$ cat config.mk
export PLATFORM = sky130hd
export DESIGN_NAME = decode_ctrl_stage
export DESIGN_NICKNAME = d
export VERILOG_FILES = /design/src/rtl/decode_ctrl_stage.sv
export SDC_FILE = /design/constraint.sdc
export NUM_CORES = 1
export LEC_CHECK = 0
export CORE_UTILIZATION = 40
export DETAILED_ROUTE_END_ITERATION = 8
export PLACE_DENSITY = 0.66
export SLEW_MARGIN = 20
export SYNTH_ARGS = -nofsm -noshare
export SYNTH_HDL_FRONTEND = slang
export SYNTH_SLANG_ARGS = --single-unit
$ cat constraint.sdc
create_clock -name clk -period 2.8 [get_ports clk]
set_clock_uncertainty 0.2 [all_clocks]
set_input_delay 0.56 -clock clk [delete_from_list [all_inputs] [get_ports clk]]
set_output_delay 0.56 -clock clk [all_outputs]
set_load 0.05 [all_outputs]
$ cat src/rtl/decode_ctrl_stage.sv
// Registered ID-stage control decoder for RV32I/RV64I with a 2-entry skid buffer on the output.
// Optional feature macro: DECODE_MULDIV_EN (M-extension funct7=0000001 decodes legal with alu_op=11).
module decode_ctrl_stage #(
    parameter int XLEN  = 32,
    parameter int CNT_W = 16
) (
    input  logic             clk,
    input  logic             rst,
    input  logic             flush,
    input  logic             in_valid,
    output logic             in_ready,
    input  logic [31:0]      in_inst,
    input  logic [XLEN-1:0]  in_pc,
    output logic             out_valid,
    input  logic             out_ready,
    output logic [31:0]      out_inst,
    output logic [XLEN-1:0]  out_pc,
    output logic             jump,
    output logic             is_branch,
    output logic             mem_write,
    output logic             mreq,
    output logic             alu_src,
    output logic             reg_write,
    output logic             is_utype,
    output logic             is_lui,
    output logic             is_word,
    output logic [1:0]       result_src,
    output logic [2:0]       imm_src,
    output logic [1:0]       alu_op,
    output logic             illegal,
    output logic [CNT_W-1:0] illegal_cnt,
    output logic [1:0]       o_dbg_state
);

    // Handshake: a transfer happens on a port in any cycle where its valid and ready are both high.
    localparam logic [1:0] S_EMPTY = 2'd0;
    localparam logic [1:0] S_ONE   = 2'd1;
    localparam logic [1:0] S_FULL  = 2'd2;

    localparam logic [6:0] OPC_LOAD    = 7'b0000011;
    localparam logic [6:0] OPC_OPIMM   = 7'b0010011;
    localparam logic [6:0] OPC_JALR    = 7'b1100111;
    localparam logic [6:0] OPC_STORE   = 7'b0100011;
    localparam logic [6:0] OPC_OP      = 7'b0110011;
    localparam logic [6:0] OPC_BRANCH  = 7'b1100011;
    localparam logic [6:0] OPC_JAL     = 7'b1101111;
    localparam logic [6:0] OPC_AUIPC   = 7'b0010111;
    localparam logic [6:0] OPC_LUI     = 7'b0110111;
    localparam logic [6:0] OPC_OPIMM32 = 7'b0011011;
    localparam logic [6:0] OPC_OP32    = 7'b0111011;

    typedef struct packed {
        logic [31:0]     inst;
        logic [XLEN-1:0] pc;
        logic            jump;
        logic            is_branch;
        logic            mem_write;
        logic            mreq;
        logic            alu_src;
        logic            reg_write;
        logic            is_utype;
        logic            is_lui;
        logic            is_word;
        logic [1:0]      result_src;
        logic [2:0]      imm_src;
        logic [1:0]      alu_op;
        logic            illegal;
    } entry_t;

    logic [1:0]       r_state;
    logic             r_in_ready;
    entry_t           r_out;
    entry_t           r_skid;
    logic [CNT_W-1:0] r_cnt;

    entry_t           w_dec;
    logic [6:0]       w_opcode;
    logic [6:0]       w_funct7;
    logic             w_muldiv;
    logic             w_f7_ok;
    logic             w_accept;

    assign w_opcode = in_inst[6:0];
    assign w_funct7 = in_inst[31:25];
`ifdef DECODE_MULDIV_EN
    assign w_muldiv = (w_funct7 == 7'b0000001);
`else
    assign w_muldiv = 1'b0;
`endif
    assign w_f7_ok  = (w_funct7 == 7'b0000000) || (w_funct7 == 7'b0100000) || w_muldiv;
    assign w_accept = in_valid && r_in_ready && !flush;

    always_comb begin
        w_dec      = '0;
        w_dec.inst = in_inst;
        w_dec.pc   = in_pc;
        case (w_opcode)
            OPC_LOAD: begin
                w_dec.mreq = 1'b1; w_dec.reg_write = 1'b1; w_dec.result_src = 2'b01; w_dec.alu_src = 1'b1;
            end
            OPC_OPIMM: begin
                w_dec.reg_write = 1'b1; w_dec.alu_op = 2'b10; w_dec.alu_src = 1'b1;
            end
            OPC_JALR: begin
                w_dec.jump = 1'b1; w_dec.reg_write = 1'b1; w_dec.result_src = 2'b10; w_dec.alu_src = 1'b1;
            end
            OPC_STORE: begin
                w_dec.imm_src = 3'b001; w_dec.mreq = 1'b1; w_dec.mem_write = 1'b1; w_dec.alu_src = 1'b1;
            end
            OPC_OP: begin
                w_dec.reg_write = 1'b1;
                w_dec.alu_op    = w_muldiv ? 2'b11 : 2'b10;
                w_dec.illegal   = !w_f7_ok;
            end
            OPC_BRANCH: begin
                w_dec.imm_src = 3'b010; w_dec.is_branch = 1'b1; w_dec.alu_op = 2'b01;
            end
            OPC_JAL: begin
                w_dec.imm_src = 3'b011; w_dec.jump = 1'b1; w_dec.reg_write = 1'b1; w_dec.result_src = 2'b10;
            end
            OPC_AUIPC, OPC_LUI: begin
                w_dec.imm_src = 3'b100; w_dec.reg_write = 1'b1; w_dec.is_utype = 1'b1;
                w_dec.result_src = 2'b11; w_dec.alu_src = 1'b1;
                w_dec.is_lui = (w_opcode == OPC_LUI);
            end
            // Word opcodes only exist on RV64; on RV32 they decode like any unknown opcode.
            OPC_OPIMM32: begin
                if (XLEN == 64) begin
                    w_dec.reg_write = 1'b1; w_dec.alu_op = 2'b10; w_dec.alu_src = 1'b1; w_dec.is_word = 1'b1;
                end else begin
                    w_dec.illegal = 1'b1;
                end
            end
            OPC_OP32: begin
                if (XLEN == 64) begin
                    w_dec.reg_write = 1'b1; w_dec.is_word = 1'b1;
                    w_dec.alu_op    = w_muldiv ? 2'b11 : 2'b10;
                    w_dec.illegal   = !w_f7_ok;
                end else begin
                    w_dec.illegal = 1'b1;
                end
            end
            default: w_dec.illegal = 1'b1;
        endcase
        // Illegal entries still travel to EX for the trap but must not cause side effects.
        if (w_dec.illegal) begin
            w_dec.reg_write = 1'b0;
            w_dec.mem_write = 1'b0;
            w_dec.mreq      = 1'b0;
            w_dec.jump      = 1'b0;
            w_dec.is_branch = 1'b0;
        end
    end

    always_ff @(posedge clk) begin
        if (rst) begin
            r_state    <= S_EMPTY;
            r_in_ready <= 1'b1;
            r_out      <= '0;
            r_skid     <= '0;
            r_cnt      <= '0;
        end else if (flush) begin
            r_state    <= S_EMPTY;
            r_in_ready <= 1'b1;
        end else begin
            case (r_state)
                S_EMPTY: begin
                    if (w_accept) begin
                        r_out   <= w_dec;
                        r_state <= S_ONE;
                    end
                end
                S_ONE: begin
                    if (w_accept && out_ready) begin
                        r_out <= w_dec;
                    end else if (w_accept) begin
                        r_skid     <= w_dec;
                        r_state    <= S_FULL;
                        r_in_ready <= 1'b0;
                    end else if (out_ready) begin
                        r_state <= S_EMPTY;
                    end
                end
                S_FULL: begin
                    if (out_ready) begin
                        r_out      <= r_skid;
                        r_state    <= S_ONE;
                        r_in_ready <= 1'b1;
                    end
                end
                default: begin
                    r_state    <= S_EMPTY;
                    r_in_ready <= 1'b1;
                end
            endcase
            if (w_accept && w_dec.illegal && (r_cnt != {CNT_W{1'b1}})) begin
                r_cnt <= r_cnt + 1'b1;
            end
        end
    end

    assign in_ready    = r_in_ready;
    assign out_valid   = (r_state != S_EMPTY);
    assign out_inst    = r_out.inst;
    assign out_pc      = r_out.pc;
    assign jump        = r_out.jump;
    assign is_branch   = r_out.is_branch;
    assign mem_write   = r_out.mem_write;
    assign mreq        = r_out.mreq;
    assign alu_src     = r_out.alu_src;
    assign reg_write   = r_out.reg_write;
    assign is_utype    = r_out.is_utype;
    assign is_lui      = r_out.is_lui;
    assign is_word     = r_out.is_word;
    assign result_src  = r_out.result_src;
    assign imm_src     = r_out.imm_src;
    assign alu_op      = r_out.alu_op;
    assign illegal     = r_out.illegal;
    assign illegal_cnt = r_cnt;
    assign o_dbg_state = r_state;

endmodule
Word-level counts from Yosys, hierarchy flattened

Cells that the tools add are included.

Bits of input ports: 69
Bits in registers: 180
Output and inout port bits: 101

$add $sub $neg: 1
Eq/ne operators: 19
Mux-type cells: 27
Bitwise gates (word level): 3
Reduce and logical (&&, ||, !) cells: 25

Operator list:

| cell                                           | count |
|---|---|
| two-way mux 81 bit                             | 3 |
| one-hot mux 81 bit (3 select lines)            | 1 |
| == test 7 x 6 -> 1 bit (second input constant) | 4 |
| == test 7 bit (second input constant)          | 3 |
| adder 16 x 1 -> 16 bit (second input constant) | 1 |
| inequality test 16 bit (second input constant) | 1 |
| == test 7 x 5 -> 1 bit (second input constant) | 2 |
| two-way mux 2 bit                              | 6 |
| one-hot mux 2 bit (3 select lines)             | 2 |
| one-hot mux 3 bit (4 select lines)             | 1 |
| AND reduction 4 bit                            | 3 |
| two-way mux 1 bit                              | 10 |
| inequality test 2 bit (second input constant)  | 5 |
| OR reduction 2 bit                             | 5 |
| OR reduction 8 bit                             | 1 |
| == test 7 x 2 -> 1 bit (second input constant) | 1 |
| zero test 7 bit                                | 1 |
| OR reduction 7 bit                             | 1 |
| OR reduction 6 bit                             | 1 |
| logical AND 1 bit                              | 5 |
| AND reduction 5 bit                            | 1 |
| two-way mux 4 bit                              | 1 |
| one-hot mux 2 bit (2 select lines)             | 1 |
| inequality test 3 bit (second input constant)  | 1 |
| other kinds (11)                               | 14 |

Logic depth before layout (Yosys ltp)

Gate-level depths: netlist of run 1.

Depth after elaboration: 7
Depth in mapped cells: 9
Mapped depth without buffers: 6

Least setup slack after synthesis of run 1

Ideal clock, no wire load.

Path type: input port to flip-flop
From: in in_inst[3]
To: reg r_cnt[5], in the netlist illegal_cnt[5]
Slack: 293 ps
Data arrival time: 2186 ps
Required time: 2479 ps
Buffers on the path: 2
Stages: 7
Cell sequence: buf_6 nand4bb_4 or2_4 o211a_4 buf_6 nor4_1 mux2_2

Cells in the longest elaborated chain, start to end: 6
Elaborated cells on any way between the ends: 14
Those cells by class: eq/ne: 9; mux: 1; reduce/logical: 4

Ends and longest elaborated chain:

| what                                           | RTL line | RTL |
|---|---|---|
| from (decl)                                    | 12       | `input logic [31:0] in_inst,` |
| == test 7 x 6 -> 1 bit (tied with other cells) | 97       | `case (w_opcode)` |
| OR reduction 8 bit (no line)                   | n/a      |  |
| one-hot mux 1 bit (2 select lines) *           | 97       |  |
| logical AND 1 bit * (2 in series)              | 196      | `if (w_accept && w_dec.illegal && (r_cnt != {CNT_W{1'b1}})) begin` |
| AND reduction 2 bit (no line) *                | n/a      |  |
| to (signal assigned)                           | 197      | `r_cnt <= r_cnt + 1'b1;` |
| to (decl)                                      | 74       | `logic [CNT_W-1:0] r_cnt;` |

Every way passes the cells marked *; elsewhere a longest branch is shown, timed or not.
A chain may end at the register's enable or synchronous reset.

Worst setup path in the final report of run 1

From: reg r_state[1], in the netlist o_dbg_state[1]
To: out o_dbg_state[1]

RTL lines:

| what                   | RTL line | RTL |
|---|---|---|
| from (decl)            | 70       | `logic [1:0] r_state;` |
| from (signal assigned) | 157      | `r_state <= S_EMPTY;` |
| from (signal assigned) | 163      | `r_state <= S_EMPTY;` |
| from (signal assigned) | 170      | `r_state <= S_ONE;` |
| to (decl)              | 32       | `output logic [1:0] o_dbg_state` |

No word-level cell between the ends.

==> results.tsv, run 1 <==
stage	metric	value	unit
placement	gp_congestion	0.754	
global_route	grt_pass1_vias	6145	
route	via_per_inst	5.23	
route	drc	0	
logic_synthesis	synth_area_leaders	dfxtp_1, nand2_1, a311oi_1, a21oi_1, nor2_1	
critical_path	slowest_delay	0.89	ns
floorplanning	num_rows	49	
logic_synthesis	ys.flop_type	dfxtp_1	
critical_path	crit_path_max_fanout	11	
clock_network	clkTransAtPathRegs	0.07	ns
critical_path	crit_arrival	1.89	ns
timing	hold_violations	0	
status	status	complete, no violations	
job	drv_cap	0	
route	wl	19.4	mm
global_route	grtUsageMet2	33.6	%
critical_path	worstReg2RegEnd	illegal_cnt[13]	
route	drtPass1Iterations	4	
pwr	ir_drop	0.433	mV
pwr	power_leakage	3.44	nW
logic_synthesis	ys_types	49	
critical_path	path_class	flip-flop to output port	
timing	min_period_over_period	94.7	%
pwr	pwr-share-seq	44.2	%
logic_synthesis	ys_warn_count	0	
pwr	p_sw_share	28.3	%
critical_path	reg2reg_from	illegal_cnt[0]	
logic_synthesis	synth_cells	943	
global_route	grt_pass1_wl	30.6	mm
floorplanning	start_util	40.7	%
clock_network	cts_buffers	17	
critical_path	cp_cell_sequence	clkdlybuf4s50_1	
timing	drv_slew	0	
logic_synthesis	synth_top_area_share	48.4	%
critical_path	critPathRequiredTime	2.04	ns
route	wl_per_cell	14.6	um
worst_hold_path	whs_endpoint	r_skid[33]	
timing	whs	0.254	ns
logic_synthesis	synthMuxAreaShare	0.154	%
clock_network	cts_buffer_depth	2	
route	final_antenna_net_count	0	
logic_synthesis	synth_compound_area_share	19.1	%
global_route	use_met1	27.1	%
pwr	clkPwrFrac	40.0	%
worst_hold_path	hold_start	r_skid[33]	
clock_network	cts_hold_buf	0	
pwr	internal_power	4.33	mW
timing	rsz0062_at_grt	no	
clock_network	cts.sinks	177	
floorplanning	dieArea	0.0188	mm^2
logic_synthesis	synth_nets	1013	
logic_synthesis	yosys.area_share.adder	0.171	%
critical_path	r2r_cells	6	
logic_synthesis	synth_xor_area_share	0.120	%
timing	fmax	377	MHz
placement	place_ws	-0.202	ns
global_route	grt_start_max_net_pins	85	
placement	hpwl	12.1	mm
floorplanning	dieWidth	137	um
timing	setup_slack	0.148	ns
timing	fin_crit	2.65	ns
global_route	antenna_found_initial	0	
final_layout	nets	1151	
critical_path	end_kind	output port	
final_layout	final_layout_size_suffix_gt1_share	7.23	%
logic_synthesis	yosys.area_share.simple	26.9	%
critical_path	cp_top_family	buffers and inverters	
logic_synthesis	synth_top_cell_by_area	dfxtp_1	
critical_path	worst_setup_path_start_kind	flip-flop	
global_route	grt.busiest_layer	met2	
timing	fin_setup_tns	0	ns
global_route	grt_use_total	20.6	%
placement	port-buffer-count	168	
final_layout	area_growth_syn_to_layout	36.0	%
logic_synthesis	synth_top_family_by_area	simple AND/OR/NAND/NOR gates	
global_route	grt_use_met3	4.23	%
clock_network	cts_max_level	4	
floorplanning	fp.dieH	137	um
timing	setup_viol	0	
logic_synthesis	synthesis.area	0.00732	mm^2
logic_synthesis	synth_area_per_cell	7.76	um^2
timing	tightestPinTransition	0.598	ns
logic_synthesis	synthArstFlopShare	0	%
timing	slew_headroom	60.1	%
critical_path	slowest_stage	clkdlybuf4s50_1	
global_route	grt_overflow	0	
pwr	powerDensity	606	mW/mm^2
worst_hold_path	holdCritPathClass	flip-flop to flip-flop	
critical_path	r2r_setup_slack	0.59	ns
logic_synthesis	ys_ff_latch	177	
final_layout	antenna_cells	0	
clock_network	cts_tree	done	
pwr	switchingPower	1.70	mW
floorplanning	core	0.0180	mm^2
final_layout	fin_util	55.4	%
pwr	p_comb_share	15.8	%
worst_hold_path	min_path_cells	2	
final_layout	fill_cells	1732	
clock_network	root_buffer	clkbuf_16	
route	vias	6910	
floorplanning	io-pin-count	170	
logic_synthesis	synth_edf_count	0	
clock_network	insertion_delay	0.43	ns
logic_synthesis	ys_seq_area_share	48.4	%
clock_network	cts_setup_buffers	0	
route	drt_iter0_drc	412	
critical_path	crit_buf_inv	1	
clock_network	cts_resized	0	
-- worst register-to-register path, stage by stage (launching register included) --
cell     delay (ns)
dfxtp_1        0.35
ha_1           0.26
nand4_1        0.12
nor4_1         0.07
or3_1          0.50
or4_1          0.50
a21oi_1        0.15
-- layer usage --
layer / vias up / share of wire (%)
li1: 3535 / -
met1: 3203 / 48
met2: 155 / 47
met3: 17 / 4.6
met4: 0 / 1.2
met5: - / 0
-- worst max-delay path by stage --
| stage | startpoint | end | slack, ns | cells past startpoint |
|---|---|---|---|---|
| floorplan | in_inst[3] | illegal_cnt[5] | 0.29 | 7 |
| global placement | in_inst[31] | illegal | -0.18 | 6 |
| detailed placement | in_inst[31] | illegal_cnt[5] | -0.20 | 6 |
| CTS | o_dbg_state[1] | out_valid | 0.04 | 2 |
| global route | o_dbg_state[1] | o_dbg_state[1] | 0.08 | 1 |
| finish | o_dbg_state[1] | o_dbg_state[1] | 0.15 | 1 |
-- cell families (layout without fill, tap and decap cells) --
kind of cell             Yosys count  count (layout)
other                              1               1
buffers and inverters             88             238
AND/OR/NAND/NOR                  465             465
adder cells (fa/ha/maj)            1               1
AO/OA/AOI/OAI                    209             209
XOR/XNOR                           1               1
flip-flops                       177             177
multiplexers                       1               1
-- synth_stat cells (5+ instances only) --
master    instances
nand2b_1          5
a211oi_1          6
buf_2             5
or3_1             7
nor3_1           14
o21ai_0           8
nand3_1          12
a311oi_1         70
nand4_1           5
or4_1            13
nor4_1            5
a21oi_1         100
clkbuf_1         69
nand2_1         293
nor2_1           94
dfxtp_1         177
o31ai_1          12
-- sequential cells by signal (all words and copies together) (netlist names), 2 cells and up --
name	cells
r_skid	79
out_inst	32
out_pc	32
illegal_cnt	16
alu_op	2
imm_src	2
o_dbg_state	2
result_src	2
-- cell usage in the layout (no fill, tap or decap), types with 4 or more instances in the layout --
cell / Yosys / routed
buf_4: 4 / 25
a21oi_1: 100 / 100
inv_1: 4 / 4
nand4_1: 5 / 5
or3_1: 7 / 6
buf_12: 0 / 10
dfxtp_1: 177 / 177
or4_1: 13 / 13
a311oi_1: 70 / 70
o31ai_1: 12 / 12
nand2_1: 293 / 293
inv_6: 0 / 5
clkbuf_16: 0 / 17
nor2_1: 94 / 94
a211oi_1: 6 / 6
nor4_1: 5 / 5
o21ai_0: 8 / 8
clkdlybuf4s50_1: 0 / 166
nand3_1: 12 / 12
nor3_1: 14 / 13
nand2b_1: 5 / 4
-- metrics by stage --
stage | std cells | instance area, um^2 | total power [mW]
after floorplan | 943 | 7320 | 3.30
after global placement | 1291 | 9360 | 3.67
after detailed placement | 1291 | 9360 | 3.68
after CTS | 1322 | 9950 | 6.09
after global routing | 1322 | 9950 | 6.26
final | 1322 | 9950 | 6.03
-- area by class of cell --
| cell class | count | area, um^2 | share of cell area [%] |
|---|---|---|---|
| Inverter | 4 | 15.0 | 0.151 |
| Clock buffer | 18 | 439 | 4.41 |
| Sequential cell | 177 | 3540 | 35.6 |
| Multi-Input combinational cell | 678 | 3440 | 34.6 |
| Clock inverter | 13 | 154 | 1.55 |
| Timing Repair Buffer | 203 | 2070 | 20.8 |
| Tap cell | 229 | 287 | 2.88 |
-- power groups by stage --
stage               Sequential, mW  Combinational [mW]  Clock (mW)
global placement              2.72               0.954           0
global route                  2.68                1.02        2.56
CTS                           2.67               0.960        2.46
finish                        2.66               0.954        2.41
floorplan                     3.03               0.269           0
detailed placement            2.72               0.957           0
(Power assumes the default switching activity.)
==> run 2: changes to the inputs <==
--- a/config.mk
+++ b/config.mk
@@ -5,9 +5,9 @@
 export SDC_FILE = /design/constraint.sdc
 export NUM_CORES = 1
 export LEC_CHECK = 0
-export CORE_UTILIZATION = 40
+export CORE_UTILIZATION = 50
 export DETAILED_ROUTE_END_ITERATION = 8
-export PLACE_DENSITY = 0.66
+export PLACE_DENSITY = 0.8
 export SLEW_MARGIN = 20
 export SYNTH_ARGS = -nofsm -noshare
 export SYNTH_HDL_FRONTEND = slang
==> constraint.sdc (replaced) <==
create_clock -name clk -period 2.8 [get_ports clk]
set_clock_uncertainty 0.2 [all_clocks]
set_input_delay 0.56 -clock clk [delete_from_list [all_inputs] [get_ports clk]]
set_output_delay 0.56 -clock clk [all_outputs]
set_load 0.005 [all_outputs]
==> run 2 against run 1 <==
- combinational power shrank 32%
- maximum frequency grew 6.0%
- critical path depth increased by 6
- count of clock-buffer cells in the layout increased by 5
- sequential share of layout area is 0.32 points higher
- die area shrank 20%
- utilization rose by 15 points
- power down 8.3%
- first-iteration DRC count grew 49%
- register-to-register slack hardly changed
- clock power shrank 8%
==> results.tsv, run 2 (synthesis results as in run 1) <==
stage	metric	value	unit	change
global_route	grt_pass1_vias	6244		+1.6%
placement	place_ws	-0.152	ns	+0.0500 ns
final_layout	area_growth_syn_to_layout	34.8	%	
clock_network	insertion_delay	0.42	ns	about the same
clock_network	cts_hold_buf	0		unchanged
pwr	powerDensity	560	mW/mm^2	-7.5%
clock_network	clkTransAtPathRegs	0.06	ns	about the same
route	drc	0		unchanged
final_layout	fin_area	0.00986	mm^2	-0.88%
final_layout	fill_cells	1149		-34%
pwr	clkPwrFrac	40.1	%	about the same
placement	port-buffer-count	168		unchanged
timing	tightestPinTransition	0.574	ns	-0.0241 ns
timing	hold_violations	0		unchanged
critical_path	slowest_delay	0.59	ns	-0.30 ns
pwr	p_comb_share	11.7	%	-4.1 points
global_route	antenna_found_initial	0		unchanged
route	wl_per_cell	14.5	um	-0.69%
critical_path	path_class	primary input to flip-flop		
critical_path	slowest_stage	or4_1		
placement	dpl_cell_area	0.00932	mm^2	-0.43%
route	drt_iter0_drc	614		+49%
critical_path	cp_common_cell	or4_1		
critical_path	crit_arrival	2.59	ns	+0.70 ns
critical_path	end_kind	flip-flop		
critical_path	worst_setup_path_start_kind	primary input		
status	status	complete, no violations		
placement	gp_congestion	0.778		+3.2%
pwr	switchingPower	1.28	mW	-25%
clock_network	cts_max_level	4		unchanged
floorplanning	dieArea	0.0151	mm^2	-20%
worst_hold_path	holdCritPathClass	flip-flop to flip-flop		
route	vias	6961		+0.74%
pwr	internal_power	4.25	mW	-1.8%
timing	min_period_over_period	89.3	%	-5.4 points
critical_path	critPathRequiredTime	2.88	ns	+0.84 ns
timing	drv_slew	0		unchanged
final_layout	largest_reg_flops	79		unchanged
final_layout	antenna_cells	0		unchanged
pwr	power_leakage	3.41	nW	-0.84%
final_layout	final_cell_mix	nand2_1, dfxtp_1, clkdlybuf4s50_1		
final_layout	nets	1156		+0.43%
global_route	grt_start_max_net_pins	67		-21%
clock_network	cts_tree	done		
floorplanning	dieWidth	123	um	-10%
floorplanning	fp.dieH	123	um	-10%
route	via_per_inst	5.45		+4.2%
clock_network	root_buffer	clkbuf_16		
placement	hpwl	11.9	mm	-1.5%
final_layout	final_layout_size_suffix_gt1_share	7.29	%	+0.058 points
job	drv_cap	0		unchanged
floorplanning	core	0.0141	mm^2	-22%
global_route	grt_use_total	25.2	%	+4.6 points
floorplanning	start_util	51.9	%	+11 points
floorplanning	num_rows	43		-12%
critical_path	cp_cell_sequence	clkdlybuf4s50_1 -> or4_1 -> o311ai_0 -> o211a_4 -> buf_12 -> or4_1 -> a21oi_1		
route	final_antenna_net_count	0		unchanged
pwr	pwr-share-seq	48.3	%	+4.1 points
final_layout	multi_input_area	0.00344	mm^2	-0.11%
route	drtPass1Iterations	4		unchanged
global_route	grt_pass1_wl	30.0	mm	-2.0%
pwr	finalPower	5.53	mW	-8.3%
final_layout	regArea	0.00354	mm^2	unchanged
timing	setup_slack	0.299	ns	+0.151 ns
timing	slew_headroom	61.7	%	+1.6 points
critical_path	crit_path_max_fanout	19		+8
pwr	ir_drop	0.374	mV	-14%
clock_network	cts_resized	0		unchanged
global_route	grt_overflow	0		unchanged
clock_network	cts_buffer_depth	2		unchanged
pwr	p_sw_share	23.2	%	-5.1 points
final_layout	final_common_cell	nand2_1		
clock_network	cts_buffers	17		unchanged
final_layout	regMostFlops	r_skid		
clock_network	cts.sinks	177		unchanged
floorplanning	io-pin-count	170		unchanged
timing	fin_crit	2.50	ns	-0.151 ns
clock_network	cts_setup_buffers	0		unchanged
timing	rsz0062_at_grt	no		
timing	setup_viol	0		unchanged
timing	fmax	400	MHz	+6.0%
route	wl	18.6	mm	-4.0%
run 2: cell count changes in the layout (fill, tap and decap cells not counted), sizes merged:
| cell | previous run | this run |
|---|---|---|
| clkinvlp | 2 | 3 |
| dlymetal6s2s | 1 | 0 |
| clkinv | 4 | 3 |
| buf | 36 | 41 |
| clkdlybuf4s50 | 166 | 167 |
| clkbuf | 18 | 23 |
| inv | 9 | 5 |
| bufinv | 2 | 1 |
run 2: worst max-delay path, delay by kind of cell:
kind            cells  cell delay (ns)
compound gates      3             0.73
buf+inv             2             0.58
simple gates        2             0.70
run 2: final timing paths:
check	slack (ns)	depth (start not counted)	to	from
worst max-delay path	0.30	7	illegal_cnt[13]	in_inst[31]
worst min-delay path	0.25	2	r_skid[12]	r_skid[12]
worst max register to register	0.58	6	illegal_cnt[13]	illegal_cnt[0]
worst min register to register	0.25	2	r_skid[12]	r_skid[12]
run 2: per-stage QoR:
| stage | hold slack, ns | instances | setup TNS (ns) | utilization (%) |
|---|---|---|---|---|
| after global placement | 0.242 | 1247 | -1.82 | 66.1 |
| after CTS | 0.255 | 1278 | 0 | 70.0 |
| after floorplan | 0.230 | 943 | 0 | - |
| final | 0.253 | 1278 | 0 | 70.0 |
| after global routing | 0.272 | 1278 | 0 | 70.0 |
| after detailed placement | 0.246 | 1247 | -2.19 | 66.1 |
run 2: layout make-up:
class | count | area share (%)
multi-input cells | 678 | 34.8
clock buffers | 23 | 4.74
repair buffers | 208 | 21.2
flip-flops and latches | 177 | 35.9
well taps | 180 | 2.28
inverters | 4 | 0.152
clock inverters | 8 | 0.812
run 2: metal layers:
layer | part of all wire (%) | vias up | track usage (%)
li1 | - | 3533 | -
met1 | 44 | 3211 | 31.7
met2 | 47 | 199 | 41.6
met3 | 6.8 | 18 | 7.15
met4 | 1.3 | 0 | 7.83
met5 | 0 | - | 0
run 2: power by group through the flow:
stage               combinational [mW]  clock, mW  sequential [mW]
global route                     0.710       2.37             2.68
detailed placement               0.646          0             2.72
CTS                              0.649       2.25             2.67
floorplan                        0.261          0             2.73
global placement                 0.639          0             2.72
finish                           0.645       2.21             2.67
==> run 3: changes to the inputs <==
--- a/config.mk
+++ b/config.mk
@@ -7,7 +7,7 @@
 export LEC_CHECK = 0
 export CORE_UTILIZATION = 50
 export DETAILED_ROUTE_END_ITERATION = 8
-export PLACE_DENSITY = 0.8
+export PLACE_DENSITY = 0.9
 export SLEW_MARGIN = 20
 export SYNTH_ARGS = -nofsm -noshare
 export SYNTH_HDL_FRONTEND = slang
==> run 3 against run 2 <==
- global-route usage is 0.40 points higher
- final area is 0.77% higher
- clock power is 10% higher
- sequential power hardly changed
==> results.tsv, run 3 (synthesis results as in run 1) <==
stage	metric	value	unit	change
critical_path	slowest_stage	or4_1		
timing	tightestPinTransition	0.633	ns	+0.0595 ns
global_route	grt_start_max_net_pins	78		+16%
pwr	powerDensity	579	mW/mm^2	+3.4%
status	status	complete, no violations		
floorplanning	fp.dieH	123	um	unchanged
final_layout	regArea	0.00354	mm^2	unchanged
critical_path	end_kind	flip-flop		
final_layout	nets	1160		+0.35%
final_layout	regMostFlops	r_skid		
final_layout	multi_input_area	0.00343	mm^2	-0.15%
global_route	grtUsageMet2	42.1	%	+0.49 points
global_route	use_met1	32.9	%	+1.2 points
clock_network	cts_setup_buffers	0		unchanged
clock_network	insertion_delay	0.42	ns	about the same
pwr	finalPower	5.76	mW	+4.2%
clock_network	root_buffer	clkbuf_16		
floorplanning	dieWidth	123	um	unchanged
timing	hold_violations	0		unchanged
timing	rsz0062_at_grt	no		
placement	dpl_cell_area	0.00933	mm^2	+0.13%
final_layout	area_growth_syn_to_layout	35.8	%	
pwr	ir_drop	0.462	mV	+23%
critical_path	worst_setup_path_start_kind	primary input		
final_layout	largest_reg_flops	79		unchanged
placement	port-buffer-count	168		unchanged
final_layout	fin_area	0.00994	mm^2	+0.77%
final_layout	final_common_cell	nand2_1		
final_layout	final_cells	1283		+0.39%
floorplanning	core	0.0141	mm^2	unchanged
timing	slew_headroom	57.8	%	-3.9 points
placement	hpwl	12.5	mm	+5.0%
global_route	grt_pass1_wl	30.6	mm	+2.0%
route	drtPass1Iterations	7		+3
floorplanning	num_rows	43		unchanged
global_route	antenna_found_initial	0		unchanged
clock_network	cts_hold_buf	0		unchanged
clock_network	cts_max_level	4		unchanged
critical_path	critPathRequiredTime	2.91	ns	+0.03 ns
timing	whs	0.254	ns	+0.00172 ns
global_route	grt_use_met3	7.10	%	-0.046 points
clock_network	cts_resized	0		unchanged
timing	min_period_over_period	90.9	%	+1.6 points
route	wl_per_cell	15.1	um	+4.0%
floorplanning	start_util	51.9	%	unchanged
job	drv_cap	0		unchanged
final_layout	final_cell_mix	nand2_1, dfxtp_1, clkdlybuf4s50_1		
pwr	power_leakage	3.45	nW	+1.3%
route	final_antenna_net_count	0		unchanged
critical_path	crit_arrival	2.66	ns	+0.07 ns
floorplanning	dieArea	0.0151	mm^2	unchanged
clock_network	cts_buffer_depth	2		unchanged
critical_path	path_class	primary input to flip-flop		
route	vias	7173		+3.0%
global_route	grt_pass1_vias	6361		+1.9%
route	via_per_inst	5.59		+2.6%
timing	fin_crit	2.55	ns	+0.0449 ns
critical_path	crit_path_max_fanout	8		-11
clock_network	cts_tree	done		
final_layout	fill_cells	1093		-4.9%
route	wl	19.4	mm	+4.4%
critical_path	slowest_delay	0.60	ns	about the same
floorplanning	io-pin-count	170		unchanged
timing	fmax	393	MHz	-1.8%
critical_path	reg2reg_from	in_ready		
global_route	grt_use_total	25.6	%	+0.40 points
placement	gp_congestion	0.783		+0.66%
route	drt_iter0_drc	622		+1.3%
timing	drv_slew	0		unchanged
placement	dp_cells	1251		+0.32%
global_route	grt_overflow	0		unchanged
clock_network	cts_buffers	17		unchanged
timing	setup_viol	0		unchanged
critical_path	cp_cell_sequence	clkdlybuf4s50_1 -> or4_1 -> o311ai_0 -> o211a_4 -> a2111oi_0 -> a31o_2		
global_route	grt.busiest_layer	met2		
clock_network	cts.sinks	177		unchanged
worst_hold_path	holdCritPathClass	flip-flop to flip-flop		
final_layout	final_layout_size_suffix_gt1_share	7.98	%	+0.69 points
clock_network	clkTransAtPathRegs	0.06	ns	about the same
critical_path	cp-startpoint	in_inst[31]		
final_layout	antenna_cells	0		unchanged
worst_hold_path	hold_start	r_skid[64]		
route	drc	0		unchanged
-- run 3: path summary, 6_finish.rpt --
kind                endpoint  cells past startpoint  slack (ns)
max                  illegal                      6        0.25
min               r_skid[64]                      2        0.25
max reg2reg  illegal_cnt[13]                      5        0.57
min reg2reg       r_skid[64]                      2        0.25
-- run 3: per-stage QoR --
stage / setup TNS [ns] / setup WS (ns) / util [%]
global route: 0 / 0.174 / 70.5
CTS: 0 / 0.245 / 70.5
global placement: -2.54 / -0.163 / 66.2
detailed placement: -2.78 / -0.179 / 66.2
floorplan: 0 / 0.293 / -
finish: 0 / 0.254 / 70.5
-- run 3: report_power, final --
group          leakage, nW  switching, mW  internal, mW
clock                0.287           1.02          1.42
sequential            1.44         0.0542          2.61
combinational         1.73          0.289         0.362
-- run 3: critical path, delay by kind of cell --
family                 cells  cell delay [ns]
AOI/OAI and AO/OA          4             1.06
and+or+nand+nor            1             0.60
buffers and inverters      1             0.44
-- run 3: cell type report --
| type | instances | area share (%) |
|---|---|---|
| clock inverters | 14 | 1.84 |
| well taps | 180 | 2.27 |
| flip-flops and latches | 177 | 35.6 |
| multi-input cells | 678 | 34.5 |
| clock buffers | 18 | 4.32 |
| inverters | 4 | 0.151 |
| repair buffers | 212 | 21.3 |
-- run 3: metal layers --
layer | part of all wire (%) | up-vias
li1 | - | 3555
met1 | 44 | 3354
met2 | 48 | 243
met3 | 7.4 | 21
met4 | 1.3 | 0
met5 | 0 | -
